`src/rtl/ysyx_22050612_lsu_pkg.sv`:
```
// ysyx_22050612_lsu_pkg: access-size encodings and LSU FSM states.
package ysyx_22050612_lsu_pkg;
    localparam logic [1:0] SZ_B = 2'd0;
    localparam logic [1:0] SZ_H = 2'd1;
    localparam logic [1:0] SZ_W = 2'd2;
    localparam logic [1:0] SZ_D = 2'd3;
    typedef enum logic [1:0] {IDLE, MEM, WAIT, RESP} state_e;
endpackage

```
`src/rtl/ysyx_22050612_lsu_align.sv`:
```
// ysyx_22050612_lsu_align: lane alignment of store data/mask, load extraction/extension, misalignment check.
module ysyx_22050612_lsu_align
    import ysyx_22050612_lsu_pkg::*;
#(
    parameter int XLEN = 64,
    localparam int OW = $clog2(XLEN / 8),
    localparam int MW = XLEN / 8
) (
    input  logic [1:0]      size_i,
    input  logic [OW-1:0]   off_i,
    input  logic            uns_i,
    input  logic [XLEN-1:0] wdata_i,
    input  logic [XLEN-1:0] rdata_i,
    output logic [XLEN-1:0] wdata_o,
    output logic [MW-1:0]   wmask_o,
    output logic [XLEN-1:0] rdata_o,
    output logic            bad_o
);
    logic [7:0] base;
    logic [6:0] amt;
    logic [XLEN-1:0] rsh, rshl;
    logic signed [XLEN-1:0] sext;
    // Extension: park the field at the top, then shift back logically or arithmetically.
    always_comb begin
        base = size_i == SZ_B ? 8'h01 : size_i == SZ_H ? 8'h03 : size_i == SZ_W ? 8'h0F : 8'hFF;
        amt = ({1'b0, size_i} >= 3'(OW)) ? 7'd0 : 7'(XLEN - (8 << size_i));
        rsh = rdata_i >> {off_i, 3'b000};
        rshl = rsh << amt;
        sext = $signed(rshl) >>> amt;
    end
    assign wdata_o = wdata_i << {off_i, 3'b000};
    assign wmask_o = MW'(base) << off_i;
    assign rdata_o = uns_i ? rshl >> amt : sext;
    assign bad_o = (|(off_i & OW'((1 << size_i) - 1))) | (size_i == SZ_D && XLEN == 32);
endmodule

```
`src/rtl/ysyx_22050612_lsu.sv`:
```
// ysyx_22050612_lsu: multi-cycle load/store unit between execute and a valid/ready data-memory port.
module ysyx_22050612_lsu
    import ysyx_22050612_lsu_pkg::*;
#(
    parameter int XLEN = 64,
    parameter int AW = 64
) (
    input  logic              clk_i,
    input  logic              rst_ni,
    input  logic              req_valid_i,
    output logic              req_ready_o,
    input  logic              req_wen_i,
    input  logic [1:0]        req_size_i,
    input  logic              req_unsigned_i,
    input  logic [AW-1:0]     req_addr_i,
    input  logic [XLEN-1:0]   req_wdata_i,
    input  logic [4:0]        req_rd_i,
    output logic              mem_valid_o,
    input  logic              mem_ready_i,
    output logic              mem_wen_o,
    output logic [AW-1:0]     mem_addr_o,
    output logic [XLEN-1:0]   mem_wdata_o,
    output logic [XLEN/8-1:0] mem_wmask_o,
    input  logic              mem_rvalid_i,
    input  logic [XLEN-1:0]   mem_rdata_i,
    output logic              resp_valid_o,
    input  logic              resp_ready_i,
    output logic [XLEN-1:0]   resp_rdata_o,
    output logic [4:0]        resp_rd_o,
    output logic              resp_err_o,
    output logic              busy_o
);
    localparam int OW = $clog2(XLEN / 8);
    localparam int MW = XLEN / 8;
    state_e state_q, state_d;
    logic [AW-1:0] mem_addr_q;
    logic [XLEN-1:0] mem_wdata_q, rdata_q, a_wdata, a_rdata;
    logic [MW-1:0] mem_wmask_q, a_wmask;
    logic mem_wen_q, uns_q, err_q, a_bad, idle;
    logic [1:0] size_q, a_size;
    logic [OW-1:0] off_q, a_off;
    logic [4:0] rd_q;
    // The aligner sees the live request while idle and the latched access afterwards.
    assign idle = state_q == IDLE;
    assign a_size = idle ? req_size_i : size_q;
    assign a_off = idle ? req_addr_i[OW-1:0] : off_q;
    ysyx_22050612_lsu_align #(.XLEN(XLEN)) u_align (
        .size_i (a_size),
        .off_i  (a_off),
        .uns_i  (uns_q),
        .wdata_i(req_wdata_i),
        .rdata_i(mem_rdata_i),
        .wdata_o(a_wdata),
        .wmask_o(a_wmask),
        .rdata_o(a_rdata),
        .bad_o  (a_bad)
    );
    always_comb begin
        state_d = state_q;
        case (state_q)
            IDLE:    if (req_valid_i) state_d = a_bad ? RESP : MEM;
            MEM:     if (mem_ready_i) state_d = mem_wen_q ? RESP : WAIT;
            WAIT:    if (mem_rvalid_i) state_d = RESP;
            RESP:    if (resp_ready_i) state_d = IDLE;
            default: state_d = IDLE;
        endcase
    end
    always_ff @(posedge clk_i) begin
        if (!rst_ni) begin
            state_q     <= IDLE;
            mem_addr_q  <= '0;
            mem_wdata_q <= '0;
            mem_wmask_q <= '0;
            mem_wen_q   <= 1'b0;
            size_q      <= '0;
            off_q       <= '0;
            uns_q       <= 1'b0;
            rd_q        <= '0;
            rdata_q     <= '0;
            err_q       <= 1'b0;
        end else begin
            state_q <= state_d;
            if (idle && req_valid_i) begin
                mem_addr_q  <= {req_addr_i[AW-1:OW], OW'(0)};
                mem_wdata_q <= req_wen_i ? a_wdata : '0;
                mem_wmask_q <= req_wen_i ? a_wmask : '0;
                mem_wen_q   <= req_wen_i;
                size_q      <= req_size_i;
                off_q       <= req_addr_i[OW-1:0];
                uns_q       <= req_unsigned_i;
                rd_q        <= req_wen_i ? 5'd0 : req_rd_i;
                rdata_q     <= '0;
                err_q       <= a_bad;
            end
            if (state_q == WAIT && mem_rvalid_i) rdata_q <= a_rdata;
        end
    end
    assign req_ready_o  = idle;
    assign busy_o       = !idle;
    assign mem_valid_o  = state_q == MEM;
    assign mem_wen_o    = mem_wen_q;
    assign mem_addr_o   = mem_addr_q;
    assign mem_wdata_o  = mem_wdata_q;
    assign mem_wmask_o  = mem_wmask_q;
    assign resp_valid_o = state_q == RESP;
    assign resp_rdata_o = rdata_q;
    assign resp_rd_o    = rd_q;
    assign resp_err_o   = err_q;
endmodule
```
`config.mk`:
```
export PLATFORM = sky130hd
export DESIGN_NAME = ysyx_22050612_lsu
export DESIGN_NICKNAME = d
export VERILOG_FILES = /design/src/rtl/ysyx_22050612_lsu_pkg.sv /design/src/rtl/ysyx_22050612_lsu_align.sv /design/src/rtl/ysyx_22050612_lsu.sv
export SDC_FILE = /design/constraint.sdc
export NUM_CORES = 1
export LEC_CHECK = 0
export ABC_CLOCK_PERIOD_IN_PS = 3300
export BUFFER_PORTS_ARGS = -buffer_cell sky130_fd_sc_hd__buf_2
export CAP_MARGIN = 0
export CORE_AREA = 2 2 160 162
export CTS_CLUSTER_DIAMETER = 120
export DETAILED_ROUTE_END_ITERATION = 8
export DIE_AREA = 0 0 162 164
export GPL_TIMING_DRIVEN = 1
export PLACE_DENSITY_LB_ADDON = 0.3
export RECOVER_POWER = 25
export SETUP_SLACK_MARGIN = 0.2
export SYNTH_ARGS = -nofsm -noshare
export SYNTH_HDL_FRONTEND = slang
export SYNTH_SLANG_ARGS = --single-unit
export TNS_END_PERCENT = 100
```
`constraint.sdc`:
```
create_clock -name clk_i -period 3.3 [get_ports clk_i]
set_input_delay 0.66 -clock clk_i [delete_from_list [all_inputs] [get_ports clk_i]]
set_output_delay 0.66 -clock clk_i [all_outputs]
set_load 0.05 [all_outputs]
```
Yosys cells after proc, flatten, opt, wreduce, memory -nomap -nowiden
Index checks and enable logic that the tools add are counted.
{ "word_totals": {"regBits": 212, "latch_bits": 0, "ram_bits": 0, "romBits": 0, "input_bits": 207, "out_inout_bits": 211, "n_memories": 0} }
{ "op_classes": {"addsub": 2, "mul": 0, "n_div": 0, "order_cmp": 1, "n_eq_ne": 9, "shifts": 8, "mux": 19, "bitwise_logic": 1, "reduce_logical": 8} }
{ "ops": {"columns": ["operator", "n"], "rows": [
  ["64-bit two-way mux", 4],
  ["64-bit by 6-bit left shift with 64-bit output", 1],
  ["64-bit by 7-bit left shift with 64-bit output", 1],
  ["64-bit by 6-bit right shift with 64-bit output", 1],
  ["64-bit by 7-bit right shift with 64-bit output", 1],
  ["64-bit by 7-bit >>> shifter with 64-bit output", 1],
  ["8-bit two-way mux", 4],
  ["2-bit two-way mux", 6],
  ["2-bit case mux with 4 select lines", 1],
  ["8-bit by 3-bit left shift with 8-bit output", 1],
  ["7-bit two-way mux", 1],
  ["4-bit by 2-bit left shift with 7-bit output (first input constant)", 1],
  ["7-bit subtractor (first input constant)", 1],
  ["2-bit == test (second input constant)", 3],
  ["5-bit two-way mux", 1],
  ["2-bit by 1-bit == test with 1-bit output (second input constant)", 2],
  ["2-bit zero test", 2],
  ["2-bit by 1-bit != test with 1-bit output (second input constant)", 2],
  ["2-bit != test (second input constant)", 2],
  ["4-bit AND reduction", 1],
  ["3-bit bitwise AND", 1],
  ["3-bit two-way mux", 1],
  ["3-bit OR reduction", 1],
  ["1-bit by 2-bit left shift with 3-bit output (first input constant)", 1],
  ["other kinds (6)", 7]
]} }

Logic depth before layout (Yosys ltp)
Gate-level depths: netlist (run 1).
{ "depth": {"ltp_word": 9, "ltp_mapped": 14} }

By module
Synthesis (run 1) repeated with hierarchy kept, for this count alone.
{ "unflattened": {"cells_unflattened": 1480, "hier_area_um2": 11790.1} }
{ "modules_own_cells": {"columns": ["mod", "instances", "cells_each", "area_each_um2"], "rows": [
  ["ysyx_22050612_lsu", 1, 891, 7709.9],
  ["ysyx_22050612_lsu_align", 1, 589, 4080.2]
]} }

Worst setup path after synthesis (run 1)
OpenSTA, ideal clock, no wires.
{ "synth_timing": {"kind": "reg2reg", "start": "register state_q[0]", "end": "register rdata_q[48] (netlist: resp_rdata_o[48])", "setup_ns": 0.122, "arrival_time_ns": 3.097, "required_ns": 3.178, "slack_ns": 0.082, "path_stages_with_launch": 12, "period_less_slack_ns": 3.218, "path_cell_list": "dfxtp_1 > inv_1 > ha_1 > buf_4 > mux2i_4 > mux4_2 > or2_1 > a21oi_2 > a2111o_2 > nor2_1 > buf_2 > a221o_1"} }
{ "synth_via": {"elab_chain_cells": 9} }
{ "synth_rtl": {"columns": ["element", "line", "text"], "rows": [
  ["start, declared", "ysyx_22050612_lsu.sv:35", "state_e state_q, state_d;"],
  ["start signal, assigned", "ysyx_22050612_lsu.sv:82", "state_q <= state_d;"],
  ["2-bit zero test (*)", "ysyx_22050612_lsu.sv:44", "assign idle = state_q == IDLE;"],
  ["via req_ready_o", "ysyx_22050612_lsu.sv:11", "output logic req_ready_o,"],
  ["2-bit two-way mux", "ysyx_22050612_lsu.sv:45", "assign a_size = idle ? req_size_i : size_q;"],
  ["4-bit by 2-bit left shift with 7-bit output", "ysyx_22050612_lsu_align.sv:26", "amt = ({1'b0, size_i} >= 3'(OW)) ? 7'd0 : 7'(XLEN - (8 << size_i));"],
  ["7-bit subtractor", "ysyx_22050612_lsu_align.sv:26", null],
  ["7-bit two-way mux", "ysyx_22050612_lsu_align.sv:26", null],
  ["64-bit by 7-bit left shift with 64-bit output", "ysyx_22050612_lsu_align.sv:28", "rshl = rsh << amt;"],
  ["64-bit by 7-bit >>> shifter with 64-bit output / 64-bit by 7-bit right shift with 64-bit output (equally long branches)", "ysyx_22050612_lsu_align.sv:29, ysyx_22050612_lsu_align.sv:33", null],
  ["64-bit two-way mux", "ysyx_22050612_lsu_align.sv:33", "assign rdata_o = uns_i ? rshl >> amt : sext;"],
  ["64-bit two-way mux", "ysyx_22050612_lsu.sv:95", "if (state_q == WAIT && mem_rvalid_i) rdata_q <= a_rdata;"],
  ["end signal, assigned", "ysyx_22050612_lsu.sv:95", null],
  ["end, declared", "ysyx_22050612_lsu.sv:37", "logic [XLEN-1:0] mem_wdata_q, rdata_q, a_wdata, a_rdata;"]
]} }
The timed path passes the listed nets; every way through them passes the cells marked *.
A chain may end at the register's enable or synchronous reset.

Worst setup path in the final report (run 1)
{ "layout_timing": {"start": "register state_q[1]", "end": "register rdata_q[9] (netlist: resp_rdata_o[9])"} }
{ "layout_via": {"elab_chain_cells": 9} }
{ "layout_rtl": {"columns": ["element", "line"], "rows": [
  ["2-bit zero test", "ysyx_22050612_lsu.sv:44"],
  ["2-bit two-way mux", "ysyx_22050612_lsu.sv:45"],
  ["4-bit by 2-bit left shift with 7-bit output", "ysyx_22050612_lsu_align.sv:26"],
  ["7-bit subtractor", "ysyx_22050612_lsu_align.sv:26"],
  ["7-bit two-way mux", "ysyx_22050612_lsu_align.sv:26"],
  ["64-bit by 7-bit left shift with 64-bit output", "ysyx_22050612_lsu_align.sv:28"],
  ["64-bit by 7-bit >>> shifter with 64-bit output / 64-bit by 7-bit right shift with 64-bit output (equally long branches)", "ysyx_22050612_lsu_align.sv:29, ysyx_22050612_lsu_align.sv:33"],
  ["64-bit two-way mux", "ysyx_22050612_lsu_align.sv:33"],
  ["64-bit two-way mux", "ysyx_22050612_lsu.sv:95"]
]} }
Several ways; a longest one is shown, not always the timed one.

==> results of run 1 <==
==> tightest hold or removal path, stage by stage <==
cell	delay (ns)
buf_2	0.09
nand2_1	0.04
a21oi_1	0.05
==> cells in the mapped netlist, types with 14 or more instances <==
| cell type | count |
|---|---|
| nor2_1 | 111 |
| o21ai_0 | 43 |
| a21oi_1 | 155 |
| nand3_1 | 40 |
| and3_1 | 30 |
| clkbuf_1 | 85 |
| a211oi_1 | 14 |
| dfxtp_1 | 212 |
| a31oi_1 | 16 |
| a221o_1 | 21 |
| nand2_1 | 378 |
| buf_2 | 21 |
| a22oi_1 | 37 |
| mux2i_1 | 66 |
==> final cells by class <==
class                           instances  area (µm²)
Fill cell                            2448       10600
Multi-Input combinational cell       1076        6180
Sequential cell                       212        4240
Timing Repair Buffer                  474        2470
Clock buffer                           33         684
Tap cell                              330         413
Clock inverter                         11         219
Inverter                                7        28.8
Antenna cell                            4        10.0
==> state kept, by name, summed over array words and instances (netlist names) <==
register / flops
mem_wdata_o: 64
resp_rd_o: 5
mem_addr_o: 61
off_q: 3
mem_wen_o: 1
uns_q: 1
size_q: 2
resp_rdata_o: 64
resp_err_o: 1
mem_wmask_o: 8
state_q: 2
==> layer usage <==
layer | GRT usage (%) | up-vias
met4 | 14.6 | 0
met3 | 7.37 | 99
met1 | 40.3 | 5864
met5 | 0 | -
met2 | 52.5 | 748
li1 | - | 5782
==> stage by stage <==
stage | utilization (%) | hold slack (ns) | instance area, µm² | cells | total power [µW]
after floorplan | - | 0.446 | 10900 | 1417 | 7860
after global placement | 53.8 | 0.432 | 13400 | 2092 | 9700
after detailed placement | 53.8 | 0.432 | 13400 | 2092 | 9750
after CTS | 57.5 | 0.338 | 14300 | 2136 | 12800
after global routing | 57.4 | 0.338 | 14200 | 2146 | 13600
final | 57.4 | 0.356 | 14200 | 2147 | 13000
==> repair_timing <==
item | 4_1_cts | 5_1_grt
resized for setup | 1 | 7
endpoints found under the setup margin | 23 | 36
pin swaps | 0 | 3
setup buffers | 0 | 5
cloned | 0 | 2
==> logic make-up after synthesis <==
group,count (synthesis),share of synthesized area [%]
buffers and inverters,129,4.96
and+or+nand+nor,605,23.1
AOI/OAI and AO/OA,374,22.4
muxes,90,10.1
adders and majority gates,4,0.459
other,1,0.0344
DFF,212,38.9
==> final timing paths <==
check                        start                to  depth (start not counted)
setup reg to reg        state_q[1]   resp_rdata_o[9]                         10
setup / recovery        state_q[1]   resp_rdata_o[9]                         10
hold / removal      req_addr_i[28]    mem_addr_o[28]                          3
hold reg to reg   resp_rdata_o[30]  resp_rdata_o[30]                          2
==> report_power, final <==
part	total, µW	internal (µW)	switching, µW
Combinational	6690	2010	4680
Clock	3040	1920	1120
Sequential	3230	2970	257
Total	13000	6900	6060
==> run_results.csv, run 1 <==
group,metric,value,unit
final_layout,drive_gt1_share,24.7,%
clocking,cts_root_buf,"clkbuf_16",
clocking,cts_tree,"yes",
clocking,insertion_delay,0.53,ns
worst_setup_path,end_kind,"register",
drt,ant_nets,0,
timing,relSlewSlack,41.1,%
timing,period_needed,2.99,ns
final_layout,syn_to_final_growth,30.7,%
clocking,clk_pin_slew_worst_paths,0.06,ns
worst_setup_path,path_buf_inv,2,
clocking,cts_made_buffers,24,
placement,dp.final_hpwl,32.2,mm
global_routing,grt_pass1_wl,67.0,mm
clocking,ctsLongestPathBuffers,3,
floorplanning,core,0.0248,mm²
timing,setup-violations-final,0,
global_routing,overflow,0,
synthesis,yosysWarningCount,0,
status,status,"completed",
synthesis,syn_area,0.0109,mm²
worst_setup_path,r2r_slack,0.31,ns
synthesis,yosysUniqueCellTypes,60,
worst_setup_path,worst_ep_required_time,3.71,ns
power,p_leak,0.00639,µW
drt,dr_wl_met2,21.5,mm
floorplanning,die_area,0.0266,mm²
synthesis,ys_seq_area_share,38.9,%
final_layout,final_common_cell,"nand2_1",
final_layout,fin_nets,2006,
drt,drt_iter0_drc,1371,
synthesis,avgSynthCellArea,7.70,µm²
synthesis,synth_seq_cells,212,
timing,worst_slack,0.313,ns
timing,rsz0062_at_grt,"no",
global_routing,grt_max_degree,148,
drt,drt_pass1_iterations,8,
global_routing,grt_pass1_vias,11700,
drt,drc,0,
timing,maxSlewViolCount,0,
floorplanning,die_w,162,µm
synthesis,yosys.area.top_type,"dfxtp_1",
floorplanning,dieHeight,164,µm
drt,highest_layer,"met4",
timing,fin_setup_tns,0,ns
placement,routabilityCongestion,0.963,
synthesis,synth_area_leaders,"dfxtp_1 39%, nand2_1 13%, a21oi_1 7.1%",
clocking,hold_buffers,0,
placement,dp_slack,0.177,ns
floorplanning,start_util,43.9,%
synthesis,async_reset_ff_share,0,%
synthesis,synth_top_area_share,38.9,%
run,maxCapViolCount,0,
worst_setup_path,critPathMaxStageDelay,0.56,ns
timing,tightestPinTransition,0.883,ns
final_layout,final_cell_mix,"377 x nand2_1, 309 x buf_2, 212 x dfxtp_1",
floorplanning,ios,418,
power,peakVddDrop,0.000640,V
floorplanning,rows,58,
worst_setup_path,crit_path_start_kind,"register",
clocking,cts_sinks,212,
global_routing,grt_use_total,32.1,%
synthesis,synthFlopType,"dfxtp_1",
timing,hold_viol_final,0,
drt,met3_length,4.86,mm
synthesis,synth_edf_count,0,
clocking,htreeDepth,1,
worst_setup_path,critical_path.top_delay_family,"multiplexers",
synthesis,synthCells,1415,
worst_setup_path,crit_type,"register to register",
timing,finClkSkew,0.0160,ns
drt,avgViaCountPerCell,5.82,
worst_setup_path,worst-path-max-fanout,15,
placement,io_buffers,414,
drt,wl_per_cell,21.2,µm
global_routing,antenna_found_initial,4,
timing,fmax,335,MHz
drt,vias,12500,
worst_hold_path,min_path_type,"input pin to register",
drt,wl_met1,17.2,mm
timing,fin_crit_sh,90.5,%
power,cellPowerDensity,909,mW/mm²
worst_setup_path,slowest_stage,"mux4_2",
worst_setup_path,crit_chain,"inv_2, ha_4, mux2i_4, mux4_2, or2_1, a21oi_4, a2111oi_4, buf_4, and3_1, a211o_1",
worst_setup_path,cp_data_arrival_time,3.40,ns
drt,drt-total-wl,45.5,mm
Power figures use the tool's default switching activity.
==> run 2, diff against run 1 <==
PLACE_DENSITY = 0.82   (was not set)
PLACE_DENSITY_LB_ADDON = not set   (was 0.3)
==> run_results.csv, run 2 (synthesized netlist as in run 1, its figures left out) <==
group,metric,value,unit
status,status,"completed",
final_layout,syn_to_final_growth,29.0,%
power,power.total,12400,µW
worst_setup_path,worst-path-max-fanout,19,
clocking,cts_sinks,212,
global_routing,grt_pass1_vias,11300,
floorplanning,core,0.0248,mm²
worst_setup_path,worst_ep_required_time,3.74,ns
timing,hold_viol_final,0,
drt,drt-total-wl,43.9,mm
worst_hold_path,hold_end,"mem_addr_o[39]",
final_layout,fin_cells,2137,
timing,period_needed,3.02,ns
power,cellPowerDensity,883,mW/mm²
placement,dpl_cell_area,0.0134,mm²
final_layout,final_common_cell,"nand2_1",
timing,setup-violations-final,0,
global_routing,grt_pass1_wl,65.1,mm
worst_setup_path,r2r_slack,0.28,ns
floorplanning,ios,418,
worst_setup_path,crit_type,"register to register",
placement,placed_cells,2089,
worst_setup_path,critPathMaxStageDelay,0.52,ns
clocking,ctsLongestPathBuffers,3,
final_layout,seq_area,0.00424,mm²
drt,drt_iter0_drc,1427,
placement,dp_slack,0.0681,ns
power,p_leak,0.00627,µW
worst_hold_path,min_from,"req_addr_i[39]",
final_layout,multi_input_area,0.00619,mm²
final_layout,fin_area,0.0141,mm²
clocking,cts_made_buffers,23,
final_layout,fin_nets,2000,
clocking,cts_root_buf,"clkbuf_16",
clocking,clk_pin_slew_worst_paths,0.06,ns
worst_hold_path,min_path_type,"input pin to register",
timing,fin_setup_tns,0,ns
drt,wl_per_cell,20.5,µm
drt,vias,12400,
placement,routabilityCongestion,0.947,
timing,tightestPinTransition,0.927,ns
floorplanning,die_w,162,µm
final_layout,drive_gt1_share,24.4,%
timing,rsz0062_at_grt,"no",
floorplanning,dieHeight,164,µm
worst_setup_path,crit_path_start_kind,"register",
timing,worst_slack,0.282,ns
drt,drt_pass1_iterations,7,
clocking,htreeDepth,1,
worst_setup_path,end_kind,"register",
worst_setup_path,crit_chain,"inv_1, ha_4, buf_6, mux2_4, nor2_1, a22o_1, a211oi_2, buf_4, a2111o_2, nor2_1, buf_4, a221o_1",
drt,ant_nets,0,
drt,avgViaCountPerCell,5.82,
timing,maxSlewViolCount,0,
floorplanning,rows,58,
floorplanning,die_area,0.0266,mm²
worst_setup_path,slowest_stage,"a2111o_2",
drt,drc,0,
clocking,cts_tree,"yes",
final_layout,fillers,2414,
power,peakVddDrop,0.000604,V
worst_setup_path,r2r_start,"state_q[1]",
worst_setup_path,cp_data_arrival_time,3.46,ns
worst_setup_path,r2r-end,"resp_rdata_o[42]",
clocking,insertion_delay,0.52,ns
global_routing,grt_max_degree,156,
global_routing,overflow,0,
timing,finClkSkew,0.0119,ns
run,maxCapViolCount,0,
final_layout,final_cell_mix,"377 x nand2_1, 309 x buf_2, 212 x dfxtp_1",
timing,fin_crit_sh,91.5,%
timing,fmax,331,MHz
placement,dp.final_hpwl,31.3,mm
worst_hold_path,min_delay_path_depth,3,
floorplanning,start_util,43.9,%
worst_setup_path,reg2regPathDepth,12,
placement,io_buffers,414,
global_routing,antenna_found_initial,2,
timing,relSlewSlack,38.2,%
global_routing,grt_use_total,31.1,%
[run 2: cell count changes in the layout (fill, tap and decap cells not counted), sizes merged]
cell | before | now
clkbuf | 141 | 136
clkinv | 4 | 5
bufinv | 6 | 1
inv | 7 | 8
buf | 366 | 364
diode | 4 | 2
clkinvlp | 1 | 3
[run 2: layout make-up]
type	instances	share of cell area [%]
Clock buffer	31	4.52
Timing Repair Buffer	469	17.4
Clock inverter	10	0.641
Sequential cell	212	30.2
Multi-Input combinational cell	1076	44.0
Antenna cell	2	0.0356
Inverter	7	0.205
Tap cell	330	2.94
[run 2: per-stage QoR]
step                hold slack (ns)  utilization (%)
floorplan                     0.446                -
global placement              0.432             53.8
detailed placement            0.436             53.8
CTS                           0.351             57.0
global route                  0.350             56.6
finish                        0.371             56.6
[run 2: where the power goes]
group	leakage [µW]	switching, µW	internal, µW	total, µW
sequential	0.00172	254	2970	3220
combinational	0.00420	4650	2010	6660
clock	0.000350	1090	1430	2530
total	0.00627	6000	6410	12400
[run 2: per-layer routing]
metal  vias to the layer above  GRT usage, %  wire length (µm)
met5                         -             0                 0
met4                         0          12.1              1800
met3                       113          6.29              4150
met2                       706          52.8             21100
met1                      5845          39.0             16900
li1                       5766             -                 -
[run 2: worst max path at each step]
stage               start          endpoint  cells after the start
3_3_place_gp   state_q[0]  resp_rdata_o[28]                     10
2_1_floorplan  state_q[0]  resp_rdata_o[48]                     11
5_1_grt        state_q[1]  resp_rdata_o[42]                     10
4_1_cts        state_q[0]  resp_rdata_o[56]                     12
3_5_place_dp   state_q[0]  resp_rdata_o[13]                     10
6_report       state_q[1]  resp_rdata_o[42]                     12
[run 2: what timing repair did]
action	4_1_cts	5_1_grt
hold buffers	0	0
gates resized for setup	1	8
endpoints found under the setup margin	38	24
buffers inserted	4	1
pin swaps	1	1
[run 2: critical path: cells and delay by family (launching register included)]
kind	cells	cell delay (ns)
AO/OA/AOI/OAI	4	0.95
buffers and inverters	4	0.78
flip-flops	1	0.34
multiplexers	1	0.32
AND/OR/NAND/NOR	2	0.30
adder cells (fa/ha/maj)	1	0.23
==> run 3, diff against run 2 <==
CTS_CLUSTER_DIAMETER = 60   (was 120)
PLACE_DENSITY = 0.75   (was 0.82)
==> run_results.csv, run 3 (synthesized netlist as in run 1, its figures left out) <==
group,metric,value,unit
drt,vias,12500,
clocking,cts_tree,"yes",
power,internal-power,6770,µW
worst_setup_path,path_buf_inv,3,
power,switching_share,47.3,%
power,peakVddDrop,0.000439,V
floorplanning,ios,418,
worst_setup_path,critPathMaxStageDelay,0.51,ns
floorplanning,die_w,162,µm
power,pwr-share-comb,52.3,%
worst_setup_path,cp_data_arrival_time,3.39,ns
power,p_leak,0.00636,µW
timing,hold_viol_final,0,
timing,period_needed,2.98,ns
placement,dp_slack,-0.0603,ns
drt,drc,0,
timing,worst_slack,0.319,ns
status,status,"completed",
power,power.share.clock,22.5,%
power,power_switching,6060,µW
timing,fmax,335,MHz
clocking,cts_made_buffers,25,
worst_setup_path,slowest_stage,"mux4_2",
final_layout,drive_gt1_share,24.6,%
placement,dp.final_hpwl,31.3,mm
global_routing,overflow,0,
timing,finClkSkew,0.0154,ns
worst_setup_path,critical_path.top_delay_family,"multiplexers",
timing,setup-violations-final,0,
floorplanning,rows,58,
final_layout,final_core_util,57.4,%
clocking,insertion_delay,0.53,ns
clocking,ctsLongestPathBuffers,3,
clocking,clk_pin_slew_worst_paths,0.06,ns
run,maxCapViolCount,0,
timing,maxSlewViolCount,0,
timing,fin_crit_sh,90.3,%
global_routing,grt_pass1_vias,11600,
timing,tightestPinTransition,0.841,ns
final_layout,final_common_cell,"nand2_1",
timing,relSlewSlack,44.0,%
clocking,htreeDepth,1,
worst_setup_path,crit_chain,"inv_1, ha_4, mux2i_4, buf_12, mux4_2, a221oi_2, a2111o_2, nor2_1, buf_6, a221o_1",
worst_setup_path,worst-path-max-fanout,20,
clocking,cts_root_buf,"clkbuf_16",
global_routing,antenna_found_initial,2,
global_routing,grt_use_total,31.5,%
placement,io_buffers,414,
global_routing,grt_pass1_wl,66.2,mm
power,cellPowerDensity,901,mW/mm²
global_routing,grt_max_degree,156,
worst_setup_path,end_kind,"register",
drt,ant_nets,0,
power,p_seq_share,25.2,%
drt,drt_pass1_iterations,6,
clocking,cts_sinks,212,
worst_setup_path,crit_type,"register to register",
placement,routabilityCongestion,0.938,
final_layout,final_cell_mix,"377 x nand2_1, 309 x buf_2, 212 x dfxtp_1",
floorplanning,core,0.0248,mm²
floorplanning,die_area,0.0266,mm²
final_layout,fin_nets,2000,
drt,avgViaCountPerCell,5.84,
timing,rsz0062_at_grt,"no",
drt,drt-total-wl,44.3,mm
worst_hold_path,min_path_type,"input pin to register",
worst_setup_path,worst_ep_required_time,3.71,ns
floorplanning,start_util,43.9,%
floorplanning,dieHeight,164,µm
drt,wl_per_cell,20.7,µm
worst_setup_path,crit_path_start_kind,"register",
drt,drt_iter0_drc,1406,
final_layout,syn_to_final_growth,30.6,%
==> run 3: cell count changes in the layout (fill, tap and decap cells not counted), sizes merged <==
cell / delta
inv: +1
clkinv: +1
bufinv: +2
buf: -2
==> run 3: layout make-up <==
type | instances | area, µm²
Antenna cell | 2 | 5.00
Clock buffer | 31 | 698
Clock inverter | 14 | 160
Fill cell | 2401 | 10600
Inverter | 7 | 28.8
Multi-Input combinational cell | 1076 | 6190
Sequential cell | 212 | 4240
Tap cell | 330 | 413
Timing Repair Buffer | 467 | 2490
==> run 3: routing by layer <==
| metal | up-vias | share of wire, % | track usage (%) |
|---|---|---|---|
| li1 | 5750 | - | - |
| met1 | 5880 | 38 | 39.4 |
| met3 | 108 | 10 | 6.54 |
| met5 | - | 0 | 0 |
| met4 | 0 | 3.7 | 12.1 |
| met2 | 757 | 48 | 53.6 |
==> run 3: power groups by stage <==
stage	registers [µW]	logic [µW]	clock network, µW
6_report	3230	6710	2890
5_1_grt	3270	7120	3030
4_1_cts	3220	6640	2920
3_5_place_dp	3260	6490	0
3_3_place_gp	3250	6460	0
2_1_floorplan	4570	3290	0
==> run 3: worst min-delay path: cells and delay by family <==
| kind | cells | cell delay [ns] |
|---|---|---|
| buffers and inverters | 1 | 0.09 |
| AO/OA/AOI/OAI | 1 | 0.05 |
| AND/OR/NAND/NOR | 1 | 0.04 |
==> run 3: path summary, 6_finish.rpt <==
check | start | endpoint | slack, ns | cells after the start
max | state_q[1] | resp_rdata_o[37] | 0.32 | 10
max reg2reg | state_q[1] | resp_rdata_o[37] | 0.32 | 10
min reg2reg | resp_rdata_o[6] | resp_rdata_o[6] | 0.45 | 2
min | req_addr_i[53] | mem_addr_o[53] | 0.35 | 3
==> run 3: timing repair <==
action / in CTS / in global routing
hold endpoints to repair: 0 / 0
buffers inserted: 6 / 1
pin swaps: 2 / 1
hold buffers: 0 / 0
gates resized for setup: 1 / 6
setup endpoints to repair: 42 / 21
==> run 3: stage by stage <==
stage               setup TNS (ns)  hold WS, ns  cell area, µm²  instances  total power [µW]
floorplan                        0        0.446           10900       1417              7860
global placement                 0        0.436           13400       2085              9710
detailed placement          -0.333        0.434           13400       2085              9750
CTS                              0        0.335           14300       2136             12800
global route                     0        0.357           14200       2139             13400
finish                           0        0.355           14200       2139             12800
